==> src/rtl/iccm_load_sequencer_pkg.sv <==
// Shared types and constants for the ICCM boot-load sequencer.
package iccm_load_pkg;

  typedef enum logic [1:0] {
    IDLE  = 2'd0,
    LOAD  = 2'd1,
    CHECK = 2'd2,
    DONE  = 2'd3
  } load_state_e;

  localparam logic [31:0] END_MARKER_DEFAULT = 32'h0000_0FFF;
  localparam int          BYTES_PER_WORD     = 4;
  localparam int          BYTE_CNT_W         = $clog2(BYTES_PER_WORD);

endpackage

==> src/rtl/iccm_load_sequencer_if.sv <==
// ICCM write port: the sequencer is master, the ICCM (or the bench) is slave.
interface iccm_load_sequencer_if #(
  parameter int ADDR_W = 12
);
  logic              mem_req_o;
  logic [ADDR_W-1:0] mem_addr_o;
  logic [31:0]       mem_wdata_o;
  logic              mem_gnt_i;

  modport master (
    output mem_req_o,
    output mem_addr_o,
    output mem_wdata_o,
    input  mem_gnt_i
  );

  modport slave (
    input  mem_req_o,
    input  mem_addr_o,
    input  mem_wdata_o,
    output mem_gnt_i
  );
endinterface

==> src/rtl/iccm_load_sequencer_fifo.sv <==
// Small synchronous word FIFO; a push into a full FIFO succeeds only with a same-cycle pop.
module iccm_load_fifo #(
  parameter int DEPTH = 2,
  parameter int WIDTH = 32
) (
  input  logic             clk_i,
  input  logic             rst_ni,
  input  logic             i_flush,
  input  logic             i_push,
  input  logic [WIDTH-1:0] i_wdata,
  input  logic             i_pop,
  output logic [WIDTH-1:0] o_rdata,
  output logic             o_full,
  output logic             o_empty
);
  localparam int PTR_W = $clog2(DEPTH);

  logic [WIDTH-1:0] r_mem [DEPTH];
  logic [PTR_W:0]   r_wptr;
  logic [PTR_W:0]   r_rptr;
  logic             w_do_push;
  logic             w_do_pop;

  // Extra pointer MSB distinguishes full from empty when the indices match.
  assign o_empty   = (r_wptr == r_rptr);
  assign o_full    = (r_wptr[PTR_W] != r_rptr[PTR_W]) &&
                     (r_wptr[PTR_W-1:0] == r_rptr[PTR_W-1:0]);
  assign w_do_pop  = i_pop && !o_empty;
  assign w_do_push = i_push && (!o_full || w_do_pop);
  assign o_rdata   = r_mem[r_rptr[PTR_W-1:0]];

  // NOTE: sequential state uses non-blocking assignments so every flop samples pre-edge values.
  always_ff @(posedge clk_i or negedge rst_ni) begin
    if (!rst_ni) begin
      r_wptr <= '0;
      r_rptr <= '0;
      // NOTE: storage is reset because the head drives mem_wdata_o, which must read 0 out of reset.
      for (int i = 0; i < DEPTH; i++) r_mem[i] <= '0;
    end else if (i_flush) begin
      r_wptr <= '0;
      r_rptr <= '0;
    end else begin
      if (w_do_push) begin
        r_mem[r_wptr[PTR_W-1:0]] <= i_wdata;
        r_wptr                   <= r_wptr + 1'b1;
      end
      if (w_do_pop) r_rptr <= r_rptr + 1'b1;
    end
  end

endmodule

==> src/rtl/iccm_load_sequencer.sv <==
// Boot-load sequencer: UART bytes / SPI words -> FIFO -> sequential ICCM writes until END_MARKER.
// Optional trailing checksum word enabled by ICCM_LOAD_CHECKSUM_EN.
module iccm_load_sequencer
  import iccm_load_pkg::*;
#(
  parameter int          ADDR_W     = 12,
  parameter int          FIFO_DEPTH = 2,
  parameter logic [31:0] END_MARKER = END_MARKER_DEFAULT
) (
  input  logic        clk_i,
  input  logic        rst_ni,
  input  logic        sel_i,
  input  logic        uart_dv_i,
  input  logic [7:0]  uart_byte_i,
  input  logic        spi_valid_i,
  input  logic [31:0] spi_word_i,
  iccm_load_sequencer_if.master mem,
  output logic        busy_o,
  output logic        done_o,
  output logic        ovf_o,
  output logic        err_o
);
  load_state_e           r_state;
  load_state_e           w_state_n;
  logic                  r_sel;
  logic [BYTE_CNT_W-1:0] r_byte_cnt;
  logic [23:0]           r_word_lo;
  logic [ADDR_W-1:0]     r_addr;
  logic                  r_wrap;
  logic                  r_ovf;
  logic                  r_err;

  logic        w_src_uart;
  logic        w_open;
  logic        w_uart_hit;
  logic        w_spi_hit;
  logic        w_strobe;
  logic        w_last_byte;
  logic        w_push;
  logic [31:0] w_push_data;
  logic        w_pop;
  logic        w_flush;
  logic        w_full;
  logic        w_empty;
  logic [31:0] w_head;
  logic        w_head_is_end;
  logic        w_want_write;
  logic        w_req;
  logic        w_gnt;
  logic        w_set_err;
  logic        w_drop;

  // Source is live in IDLE and frozen once the first strobe has started the load.
  assign w_src_uart  = (r_state == IDLE) ? sel_i : r_sel;
  assign w_open      = (r_state != DONE);
  assign w_uart_hit  = w_open && w_src_uart && uart_dv_i;
  assign w_spi_hit   = w_open && !w_src_uart && spi_valid_i;
  assign w_strobe    = w_uart_hit || w_spi_hit;
  assign w_last_byte = (r_byte_cnt == BYTE_CNT_W'(BYTES_PER_WORD - 1));
  assign w_push      = w_spi_hit || (w_uart_hit && w_last_byte);
  assign w_push_data = w_src_uart ? {uart_byte_i, r_word_lo} : spi_word_i;
  assign w_flush     = (r_state == DONE);
  assign w_drop      = w_push && w_full && !w_pop;

  iccm_load_fifo #(
    .DEPTH (FIFO_DEPTH),
    .WIDTH (32)
  ) u_fifo (
    .clk_i   (clk_i),
    .rst_ni  (rst_ni),
    .i_flush (w_flush),
    .i_push  (w_push),
    .i_wdata (w_push_data),
    .i_pop   (w_pop),
    .o_rdata (w_head),
    .o_full  (w_full),
    .o_empty (w_empty)
  );

  // Address is a flop and data is the FIFO head, which cannot move until the grant pops it.
  assign w_head_is_end   = !w_empty && (w_head == END_MARKER);
  assign w_want_write    = (r_state == LOAD) && !w_empty && !w_head_is_end;
  assign w_req           = w_want_write && !r_wrap;
  assign w_gnt           = w_req && mem.mem_gnt_i;
  assign mem.mem_req_o   = w_req;
  assign mem.mem_addr_o  = r_addr;
  assign mem.mem_wdata_o = w_head;

  assign busy_o = (r_state == LOAD);
  assign done_o = (r_state == DONE);
  assign ovf_o  = r_ovf;
  assign err_o  = r_err;

`ifdef ICCM_LOAD_CHECKSUM_EN
  logic [31:0] r_sum;

  always_ff @(posedge clk_i or negedge rst_ni) begin
    if (!rst_ni)    r_sum <= '0;
    else if (w_gnt) r_sum <= r_sum + w_head;
  end
`endif

  // NOTE: every always_comb output gets a default first, so no path can infer a latch.
  always_comb begin
    w_state_n = r_state;
    w_pop     = 1'b0;
    w_set_err = 1'b0;
    case (r_state)
      IDLE: begin
        if (w_strobe) w_state_n = LOAD;
      end
      LOAD: begin
        if (w_head_is_end) begin
          w_pop = 1'b1;
`ifdef ICCM_LOAD_CHECKSUM_EN
          w_state_n = CHECK;
`else
          w_state_n = DONE;
`endif
        end else if (w_want_write && r_wrap) begin
          w_set_err = 1'b1;
          w_state_n = DONE;
        end else if (w_gnt) begin
          w_pop = 1'b1;
        end
      end
`ifdef ICCM_LOAD_CHECKSUM_EN
      CHECK: begin
        if (!w_empty) begin
          w_pop     = 1'b1;
          w_set_err = (w_head != r_sum);
          w_state_n = DONE;
        end
      end
`endif
      DONE:    w_state_n = DONE;
      default: w_state_n = IDLE;
    endcase
  end

  always_ff @(posedge clk_i or negedge rst_ni) begin
    if (!rst_ni) begin
      r_state    <= IDLE;
      r_sel      <= 1'b0;
      r_byte_cnt <= '0;
      r_word_lo  <= '0;
      r_addr     <= '0;
      r_wrap     <= 1'b0;
      r_ovf      <= 1'b0;
      r_err      <= 1'b0;
    end else begin
      r_state <= w_state_n;
      if ((r_state == IDLE) && w_strobe) r_sel <= sel_i;
      // Bytes shift in from the top so the first byte ends up in bits [7:0].
      if (w_uart_hit) begin
        r_word_lo  <= {uart_byte_i, r_word_lo[23:8]};
        r_byte_cnt <= w_last_byte ? '0 : r_byte_cnt + 1'b1;
      end
      if (w_gnt) begin
        r_addr <= r_addr + 1'b1;
        if (&r_addr) r_wrap <= 1'b1;
      end
      if (w_drop)    r_ovf <= 1'b1;
      if (w_set_err) r_err <= 1'b1;
    end
  end

endmodule

==> src/flat_wrapper.sv <==
// flat-port wrapper written by rule: the top's interface ports become plain ports
module iccm_load_sequencer_flat import iccm_load_pkg::*;
#(
  parameter int          ADDR_W     = 12,
  parameter int          FIFO_DEPTH = 2,
  parameter logic [31:0] END_MARKER = END_MARKER_DEFAULT
)
  (clk_i, rst_ni, sel_i, uart_dv_i, uart_byte_i, spi_valid_i, spi_word_i, busy_o, done_o, ovf_o, err_o, mem_mem_req_o, mem_mem_addr_o, mem_mem_wdata_o, mem_mem_gnt_i);
  iccm_load_sequencer_if #(.ADDR_W(ADDR_W)) mem_i ();
  input  logic clk_i;
  input  logic rst_ni;
  input  logic sel_i;
  input  logic uart_dv_i;
  input  logic [7:0] uart_byte_i;
  input  logic spi_valid_i;
  input  logic [31:0] spi_word_i;
  output logic busy_o;
  output logic done_o;
  output logic ovf_o;
  output logic err_o;
  output wire logic [$bits(mem_i.mem_req_o)-1:0] mem_mem_req_o;
  output wire logic [$bits(mem_i.mem_addr_o)-1:0] mem_mem_addr_o;
  output wire logic [$bits(mem_i.mem_wdata_o)-1:0] mem_mem_wdata_o;
  input wire logic [$bits(mem_i.mem_gnt_i)-1:0] mem_mem_gnt_i;
  assign mem_mem_req_o = mem_i.mem_req_o;
  assign mem_mem_addr_o = mem_i.mem_addr_o;
  assign mem_mem_wdata_o = mem_i.mem_wdata_o;
  assign mem_i.mem_gnt_i = mem_mem_gnt_i;
  iccm_load_sequencer #(.ADDR_W(ADDR_W), .FIFO_DEPTH(FIFO_DEPTH), .END_MARKER(END_MARKER)) u_core (.clk_i(clk_i), .rst_ni(rst_ni), .sel_i(sel_i), .uart_dv_i(uart_dv_i), .uart_byte_i(uart_byte_i), .spi_valid_i(spi_valid_i), .spi_word_i(spi_word_i), .mem(mem_i), .busy_o(busy_o), .done_o(done_o), .ovf_o(ovf_o), .err_o(err_o));
endmodule
==> config.mk <==
export PLATFORM = sky130hd
export DESIGN_NAME = iccm_load_sequencer_flat
export DESIGN_NICKNAME = d
export VERILOG_FILES = /design/src/rtl/iccm_load_sequencer_pkg.sv /design/src/rtl/iccm_load_sequencer_if.sv /design/src/rtl/iccm_load_sequencer_fifo.sv /design/src/rtl/iccm_load_sequencer.sv /design/src/flat_wrapper.sv
export SDC_FILE = /design/constraint.sdc
export NUM_CORES = 1
export LEC_CHECK = 0
export BUFFER_PORTS_ARGS = -buffer_cell sky130_fd_sc_hd__buf_2
export CORE_ASPECT_RATIO = 1.1
export CORE_MARGIN = 2
export CORE_UTILIZATION = 33
export CTS_CLUSTER_DIAMETER = 120
export DETAILED_ROUTE_END_ITERATION = 10
export PLACE_DENSITY_LB_ADDON = 0.1
export SLEW_MARGIN = 20
export SYNTH_ARGS = -nofsm -noshare
export SYNTH_HDL_FRONTEND = slang
export SYNTH_SLANG_ARGS = --single-unit
export TNS_END_PERCENT = 10
==> constraint.sdc <==
create_clock -name clk_i -period 5.15 [get_ports clk_i]
set_input_delay 0.2575 -clock clk_i [delete_from_list [all_inputs] [get_ports clk_i]]
set_output_delay 0.2575 -clock clk_i [all_outputs]
set_load 0.03 [all_outputs]
* After elaboration in Yosys (flattened, before gate mapping) *
Index checks and enable logic that the tools add are counted.

storage, ports and cells
  input bits = 46
  flip-flop bits (word level) = 112
  word-level logic and storage cells = 89
  output and inout port bits = 49

operators by class
  multiplexer cells = 24
  equality and inequality tests = 10
  add/sub/neg operators = 4
  bitwise operators = 3
  reductions and logical operators = 33
  $lt $le $gt $ge = 3

operators by type and width
  cell                     number
  $mux W32                 5
  $bwmux W64               1
  $demux W32 S1            1
  $eq A32 B12 Y1 const B   1
  $logic_and A1 B1 Y1      18
  $mux W2                  8
  $reduce_and A13 Y1       1
  $add A12 B1 Y12 const B  1
  $mux W1                  8
  $add A2 B1 Y2 const B    3
  $logic_not A1 Y1         6
  $pmux W2 S3              1
  $eq A2 B2 Y1 const B     2
  $ge A2 B2 Y1 const B     2
  $not A1 Y2               2
  $reduce_and A2 Y1        2
  $reduce_bool A2 Y1       2
  $logic_or A1 B1 Y1       3
  $ne A3 B1 Y1 const B     1
  $eq A2 B1 Y1 const B     1
  $eq A2 B2 Y1             1
  $logic_not A2 Y1         1
  $lt A2 B1 Y1 const B     1
  $ne A2 B1 Y1 const B     1
  other kinds (4)          4

* Longest topological paths before layout *
Gate-level depths: netlist of run 1.

  word-level depth = 19
  depth in mapped cells = 8
  gate-level depth less buffers = 7

* By module *
A second synthesis of run 1 with hierarchy kept.

unflattened totals
  cells, all modules = 393
  area total of the unflattened synthesis = 5,634.2 um^2

modules (own cells, without submodules)
  module               sequential area each (um^2)  cells each  instances  area an instance (um^2)
  iccm_load_fifo       1,701.6                      207         1          3,245.6
  iccm_load_sequencer  1,101.1                      186         1          2,388.5

* Worst setup path after synthesis of run 1 *
OpenSTA, ideal clock, no wires.

  path kind = register to output
  start = register u_core.r_state[0]
  end = output mem_mem_req_o
  buffers on the path = 1
  cell stages (with the launch flop) = 6
  data arrival time = 2.214 ns
  data required time = 4.893 ns
  path slack = 2.678 ns
  cells stage by stage = dfrtp_1 nor2b_1 o21ai_0 a21oi_1 buf_2 nor2b_1

between the ends
  word-level cells in the longest chain between the ends = 4

ends and longest elaborated chain
  item                               RTL line                    RTL
  start, declared                    iccm_load_sequencer.sv:23   load_state_e r_state;
  start signal, assigned             iccm_load_sequencer.sv:152  r_state <= w_state_n;
  $eq A2 B1 Y1                       n/a
  named net busy_o                   flat_wrapper.sv:17          output logic busy_o;
  $logic_and A1 B1 Y1 (2 in series)  iccm_load_sequencer.sv:82   assign w_want_write = (r_state == LOAD) && !w_empty && !w_head_is_end;
  $logic_and A1 B1 Y1                iccm_load_sequencer.sv:83   assign w_req = w_want_write && !r_wrap;
  end, declared                      flat_wrapper.sv:21          output wire logic [$bits(mem_i.mem_req_o)-1:0] mem_mem_req_o;

The timed path passes the listed nets, and every way through them passes these cells.

* Final worst setup path of run 1 *
  start = register u_core.u_fifo.r_rptr[0]
  end = register u_core.u_fifo.r_mem[23] (netlist bit)

between the ends
  word-level cells in the longest chain between the ends = 18
  elaborated cells on any way between the ends = 25
  those cells by class = eq/ne: 3; mux: 7; bitwise: 1; reduce/logical: 14

ends and longest elaborated chain
  item                                          RTL line                        RTL
  start, declared                               iccm_load_sequencer_fifo.sv:20  logic [PTR_W:0] r_rptr;
  start signal, assigned                        iccm_load_sequencer_fifo.sv:47  if (w_do_pop) r_rptr <= r_rptr + 1'b1;
  $not A1 Y2 (not written as such)              iccm_load_sequencer_fifo.sv:30  assign o_rdata = r_mem[r_rptr[PTR_W-1:0]];
  $mux W32 (not written as such) (3 in series)  iccm_load_sequencer_fifo.sv:30
  $eq A32 B12 Y1                                iccm_load_sequencer.sv:81       assign w_head_is_end = !w_empty && (w_head == END_MARKER);
  $logic_and A1 B1 Y1                           iccm_load_sequencer.sv:81
  $logic_not A1 Y1                              iccm_load_sequencer.sv:82
  $logic_and A1 B1 Y1                           iccm_load_sequencer.sv:82
  $logic_and A1 B1 Y1                           iccm_load_sequencer.sv:83
  $logic_and A1 B1 Y1                           iccm_load_sequencer.sv:84       assign w_gnt = w_req && mem.mem_gnt_i;
  $mux W1                                       iccm_load_sequencer.sv:123      end else if (w_gnt) begin
  $mux W1                                       iccm_load_sequencer.sv:120      end else if (w_want_write && r_wrap) begin
  $mux W1                                       iccm_load_sequencer.sv:113      if (w_head_is_end) begin
  $mux W1                                       iccm_load_sequencer.sv:108      case (r_state)
  $logic_and A1 B1 Y1                           iccm_load_sequencer_fifo.sv:28  assign w_do_pop = i_pop && !o_empty;
  $logic_or A1 B1 Y1 (*)                        iccm_load_sequencer_fifo.sv:29  assign w_do_push = i_push && (!o_full || w_do_pop);
  $logic_and A1 B1 Y1 (*)                       iccm_load_sequencer_fifo.sv:29
  $reduce_and A2 Y1 (no source line) (*)        n/a
  end signal, assigned by index                 iccm_load_sequencer_fifo.sv:44  r_mem[r_wptr[PTR_W-1:0]] <= i_wdata;
  end, declared                                 iccm_load_sequencer_fifo.sv:18  logic [WIDTH-1:0] r_mem [DEPTH];

Mark *: on every way between the ends. The rest lies on a longest branch, timed or not. The select of a mux whose other input is x is not followed.
A chain may end at the register's enable or synchronous reset.

==> metrics.cfg, run 1 <==
[finish]
final_common_cell = mux2_2
layout_common_cells = mux2_2 (135), dfrtp_1 (112), buf_2 (93)
drive_gt1_share_pct = 52.2
num-nets-final = 543
n_antenna_cell = 0
fill_cells = 1608
area_growth_syn_to_layout_pct = 17.6

[cts]
cts-root-buf = clkbuf_16
clock_tree.buffer_depth = 2
postCtsHoldBufs = 0
cts_resized = 0
h-tree-depth = 3
numCtsBuffers = 9
cts_setup_buffers = 0
clk_pin_slew_ns = 0.07
cts_tree = built
cts_sinks = 112
insertion_delay_ns = 0.35

[critical_path]
critPathMaxStageDelay_ns = 0.73
critical_path_required_ns = 5.38
timing.reg2reg.setup_slack_ns = 1.61
slowest_stage = a21oi_4
crit_start = u_core.u_fifo.r_rptr[0]$_DFFE_PN0P_
cp_common_cell = buf_4
worstPathCellList = buf_4, nor4b_1, nand4_1, o22ai_2, nand3_2, a21oi_4, buf_4, mux2_2
r2r-end = u_core.u_fifo.r_mem[23]$_DFFE_PN0P_
start_kind = register
path_max_fanout = 25
path_class = register to register
reg2reg_depth = 8
rr_startpoint = u_core.u_fifo.r_rptr[0]$_DFFE_PN0P_
cp-end-kind = register
worstPathArrival_ns = 3.78

[floorplan]
coreArea_um2 = 16300
rows = 49
dieArea_um2 = 17600
die_h_um = 139
ios = 95
fp.dieW_um = 127
start_util_pct = 33.5

[detailed_routing]
vias = 3531
ant_nets = 0
dr.pass1.iters = 4
routed_wl_um = 13000
drc_errors = 0
vias_per_cell = 5.02
wl_per_cell_um = 18.5
drt_iter0_drc = 203

[logic_synthesis]
postSynthCellCount = 401
synthFlopType = dfrtp_1
syn_area_um2 = 5460
yosysSeqAreaShare_pct = 51.3
ys_seq_elements = 112
yosysWarnings = 0
syn_nets = 449
syn_avg_cell_area_um2 = 13.6
yosysUniqueCellTypes = 43
async_flop_share_pct = 100
synth_edf_count = 0

[run]
maxCapViolCount = 0

[power_and_ir_drop]
cellLeakagePower_uw = 0.00289
vdd_ir_drop_max_v = 0.000293
powerDensity_nw_per_um2 = 631
finalPower_uw = 4050

[timing]
fmax_mhz = 282
setup_viol = 0
finalCriticalPeriod_ns = 3.54
rsz0062_at_grt = false
timing.final.crit_share_pct = 68.8
finClkSkew_ns = 0.00977
slew_viol_final = 0
finalSetupTns_ns = 0
tightest_slew_ns = 0.883
timing.final.hold_violations = 0
relSlewSlack_pct = 41.1

[hold_path]
hp-class = input port to asynchronous set/reset pin

[place]
dp_hpwl_um = 9340
place_congestion = 0.795
port_buffers = 94

[grt]
grt_pass1_vias = 3777
track_usage_pct = 15.5
grt_pass1_wl_um = 21200
antenna_found_initial = 0
grt_max_degree = 68
grt-ovfl-total = 0

[status]
status = completed

how the worst max path moves through the flow:
stage / to / cells after the start / slack, ns
2_1_floorplan: mem_mem_req_o / 5 / 2.68
3_3_place_gp: u_core.u_fifo.r_mem[31]$_DFFE_PN0P_ / 8 / 1.62
3_5_place_dp: u_core.u_fifo.r_mem[30]$_DFFE_PN0P_ / 8 / 1.54
4_1_cts: u_core.u_fifo.r_mem[23]$_DFFE_PN0P_ / 8 / 1.52
5_1_grt: u_core.u_fifo.r_mem[23]$_DFFE_PN0P_ / 8 / 1.35
6_report: u_core.u_fifo.r_mem[23]$_DFFE_PN0P_ / 8 / 1.61
layout make-up:
class	instances	area, um2	area share (%)
clock buffer	9	225	3.50
clock inverter	7	104	1.62
inverter	2	7.51	0.117
multi-input combinational	269	2510	39.0
sequential	112	2800	43.6
tap	204	255	3.97
timing repair buffer	101	526	8.18
per-layer routing:
layer	global-route usage, %	vias up	share of wire, %
met3	2.28	16	3.1
met5	0	-	0
met1	21.5	1795	47
li1	-	1653	-
met4	5.61	0	2.1
met2	24.9	67	48
critical path: cells and delay by family, from the launching register on:
kind                   cells  cell delay, ns
buffers and inverters      2            0.72
and+or+nand+nor            3            0.69
AOI/OAI and AO/OA          2            0.99
DFF                        1            0.64
muxes                      1            0.36
per-stage QoR:
| stage | worst slack, ns | hold slack [ns] | area [um2] | util (%) | instances |
|---|---|---|---|---|---|
| after global routing | 1.35 | 0.0946 | 6430 | 39.4 | 704 |
| after CTS | 1.52 | 0.0599 | 6430 | 39.4 | 704 |
| after floorplan | 2.68 | -0.0381 | 5460 | - | 401 |
| final | 1.61 | 0.0201 | 6430 | 39.4 | 704 |
| after detailed placement | 1.54 | 0.433 | 6100 | 37.4 | 688 |
| after global placement | 1.62 | 0.432 | 6100 | 37.4 | 688 |
cells in the mapped netlist, types with 3 or more instances:
cell	n	area (um2)
nor4_1	5	31.3
nor4b_1	3	26.3
mux2_1	16	180
a21oi_1	7	35.0
buf_2	3	15.0
a21o_1	5	37.5
nand2_1	10	37.5
xnor2_1	11	96.3
nor2_1	5	18.8
buf_6	8	90.1
nor2b_1	6	37.5
and2_1	3	18.8
dfrtp_1	112	2800
nand3_1	10	50.1
nand4_1	7	43.8
nand2b_1	3	18.8
and3_1	7	43.8
buf_4	4	30.0
mux2_2	135	1520
clkbuf_1	3	11.3
o21ai_0	5	25.0
nor3_1	3	15.0
power breakdown:
group,leakage (uW),internal (uW),switching (uW)
sequential,0.00139,1210,276
combinational,0.00135,767,1030
clock,0.000154,433,342
logic make-up after synthesis:
logic type,count (synthesis),share of synthesized area [%]
simple gates,71,7.70
xor+xnor,13,2.08
buf+inv,20,2.82
mux,153,31.5
fa+ha+maj,2,0.458
compound gates,30,4.15
flops,112,51.3
sequential cells by signal, summed over array words and instances, names as in the netlist:
register / cells
u_core.u_fifo.r_mem: 64
u_core.r_word_lo: 24
u_core.mem.mem_addr_o: 12
u_core.r_byte_cnt: 2
u_core.r_state: 2
u_core.u_fifo.r_rptr: 2
u_core.u_fifo.r_wptr: 2
u_core.err_o: 1
u_core.ovf_o: 1
u_core.r_sel: 1
u_core.r_wrap: 1
Power figures use the tool's default switching activity.
==> run 2: changes to the inputs <==
==> constraint.sdc (replaced) <==
create_clock -name clk_i -period 3.48 [get_ports clk_i]
set_input_delay 0.174 -clock clk_i [delete_from_list [all_inputs] [get_ports clk_i]]
set_output_delay 0.174 -clock clk_i [all_outputs]
set_load 0.03 [all_outputs]
==> metrics.cfg, run 2 (same netlist as run 1, synthesis figures left out) <==
[finish]
area_growth_syn_to_layout_pct = 18.0
final_common_cell = mux2_2
drive_gt1_share_pct = 52.5  ; +0.28 points
layout_common_cells = mux2_2 (135), dfrtp_1 (112), buf_2 (93)
num-nets-final = 548  ; +0.92%
n_antenna_cell = 0  ; unchanged
regMostFlops = u_core.u_fifo.r_mem
largest_reg_flops = 64  ; unchanged
fin_util_pct = 39.5  ; +0.11 points

[power_and_ir_drop]
vdd_ir_drop_max_v = 0.000373  ; +27%
p_sw_uw = 2460  ; +49%
p_comb_share_pct = 46.2  ; +1.9 points
clockPowerShare_pct = 17.0  ; -2.1 points
finalPower_uw = 5900  ; +45%
power.internal_uw = 3440  ; +43%
sw_frac_of_total_pct = 41.7  ; +1.1 points
cellLeakagePower_uw = 0.00292  ; +0.79%
pwr-share-seq_pct = 36.8  ; +0.2 points
powerDensity_nw_per_um2 = 915  ; +45%

[grt]
grt_pass1_wl_um = 21000  ; -0.88%
antenna_found_initial = 0  ; unchanged
grt_pass1_vias = 3766  ; -0.29%
track_usage_pct = 15.6  ; +0.091 points
grt_max_degree = 61  ; -10%
grt-ovfl-total = 0  ; unchanged

[detailed_routing]
vias_per_cell = 5.00  ; -0.23%
drt_iter0_drc = 130  ; -36%
drc_errors = 0  ; unchanged
vias = 3548  ; +0.48%
top_layer = met4
dr.pass1.iters = 4  ; unchanged
routed_wl_um = 13200  ; +1.3%
ant_nets = 0  ; unchanged
met3RoutedLength_um = 434  ; +8.0%
wl_met2_um = 6090  ; -2.9%
wl_met1_um = 6420  ; +5.3%
wl_per_cell_um = 18.6  ; +0.63%

[place]
port_buffers = 94  ; unchanged
dp_hpwl_um = 9550  ; +2.3%
pre_cts_ws_ns = 0.677  ; -0.865 ns
place_congestion = 0.760  ; -4.4%

[cts]
h-tree-depth = 3  ; unchanged
insertion_delay_ns = 0.36  ; about the same
clock_tree.buffer_depth = 2  ; unchanged
cts_resized = 0  ; unchanged
cts_sinks = 112  ; unchanged
cts-root-buf = clkbuf_16
clk_pin_slew_ns = 0.08  ; about the same
cts_tree = built
cts_setup_buffers = 0  ; unchanged
postCtsHoldBufs = 1  ; +1
numCtsBuffers = 9  ; unchanged

[floorplan]
die_h_um = 139  ; unchanged
coreArea_um2 = 16300  ; unchanged
fp.dieW_um = 127  ; unchanged
ios = 95  ; unchanged
dieArea_um2 = 17600  ; unchanged
rows = 49  ; unchanged
start_util_pct = 33.5  ; unchanged

[timing]
tightest_slew_ns = 0.832  ; -0.0503 ns
relSlewSlack_pct = 44.5  ; +3.4 points
finalCriticalPeriod_ns = 2.73  ; -0.808 ns
setup_viol = 0  ; unchanged
rsz0062_at_grt = false
fin_worst_hold_slack_ns = 0.0598  ; +0.0397 ns
timing.final.hold_violations = 0  ; unchanged
finalSetupTns_ns = 0  ; unchanged
slew_viol_final = 0  ; unchanged
timing.final.crit_share_pct = 78.6  ; +9.8 points
fmax_mhz = 366  ; +30%
layout_setup_ws_ns = 0.746  ; -0.862 ns
finClkSkew_ns = 0.0129  ; +0.00310 ns

[critical_path]
rr_startpoint = u_core.u_fifo.r_mem[15]$_DFFE_PN0P_
critical_path_required_ns = 3.72  ; -1.66 ns
crit_start = u_core.u_fifo.r_mem[15]$_DFFE_PN0P_
timing.reg2reg.setup_slack_ns = 0.75  ; -0.86 ns
cp-end-kind = register
path_class = register to register
start_kind = register
reg2reg_depth = 7  ; -1
worstPathArrival_ns = 2.98  ; -0.80 ns
path_max_fanout = 12  ; -52%

[hold_path]
hp-start = uart_byte_i[0]
hp-class = input port to register
whs_path_depth = 2

[run]
maxCapViolCount = 0  ; unchanged

[status]
status = completed

-- run 2: path summary, 6_finish.rpt --
path / endpoint
max: u_core.u_fifo.r_mem[44]$_DFFE_PN0P_
min: u_core.r_word_lo[16]$_DFFE_PN0P_
max reg2reg: u_core.u_fifo.r_mem[44]$_DFFE_PN0P_
min reg2reg: u_core.err_o$_DFFE_PN0P_
max in group asynchronous: u_core.r_word_lo[6]$_DFFE_PN0P_
min in group asynchronous: u_core.u_fifo.r_mem[18]$_DFFE_PN0P_
-- run 2: critical path: stages (launching register included) --
cell and delay (ns):
dfrtp_1 0.40, nor4_1 0.42, nand4b_1 0.21, o22ai_2 0.31, nand3_2 0.17, a21oi_4 0.43, buf_4 0.31, mux2_2 0.36
-- run 2: cell type report --
cell class              instances  area, um2
fillers                      1575       9860
flip-flops and latches        112       2800
multi-input cells             269       2510
repair buffers                106        591
well taps                     204        255
clock buffers                   9        225
clock inverters                 7       56.3
inverters                       2       7.51
-- run 2: metrics by stage --
step           instance area [um2]  std cells
2_1_floorplan                 5460        401
3_3_place_gp                  6150        692
3_5_place_dp                  6150        692
4_1_cts                       6440        709
5_1_grt                       6440        709
6_report                      6440        709
-- run 2: power groups by stage --
stage	logic (uW)	registers (uW)	clock network [uW]
final	2720	2170	1000
after global routing	2920	2240	1090
after floorplan	2040	2140	0
after CTS	2770	2170	1050
after detailed placement	2760	2190	0
after global placement	2740	2180	0
-- run 2: metal layers --
metal  vias to the layer above  GRT usage (%)
li1                       1670              -
met1                      1793           21.6
met2                        67           24.0
met3                        18           3.55
met4                         0           5.96
met5                         -              0
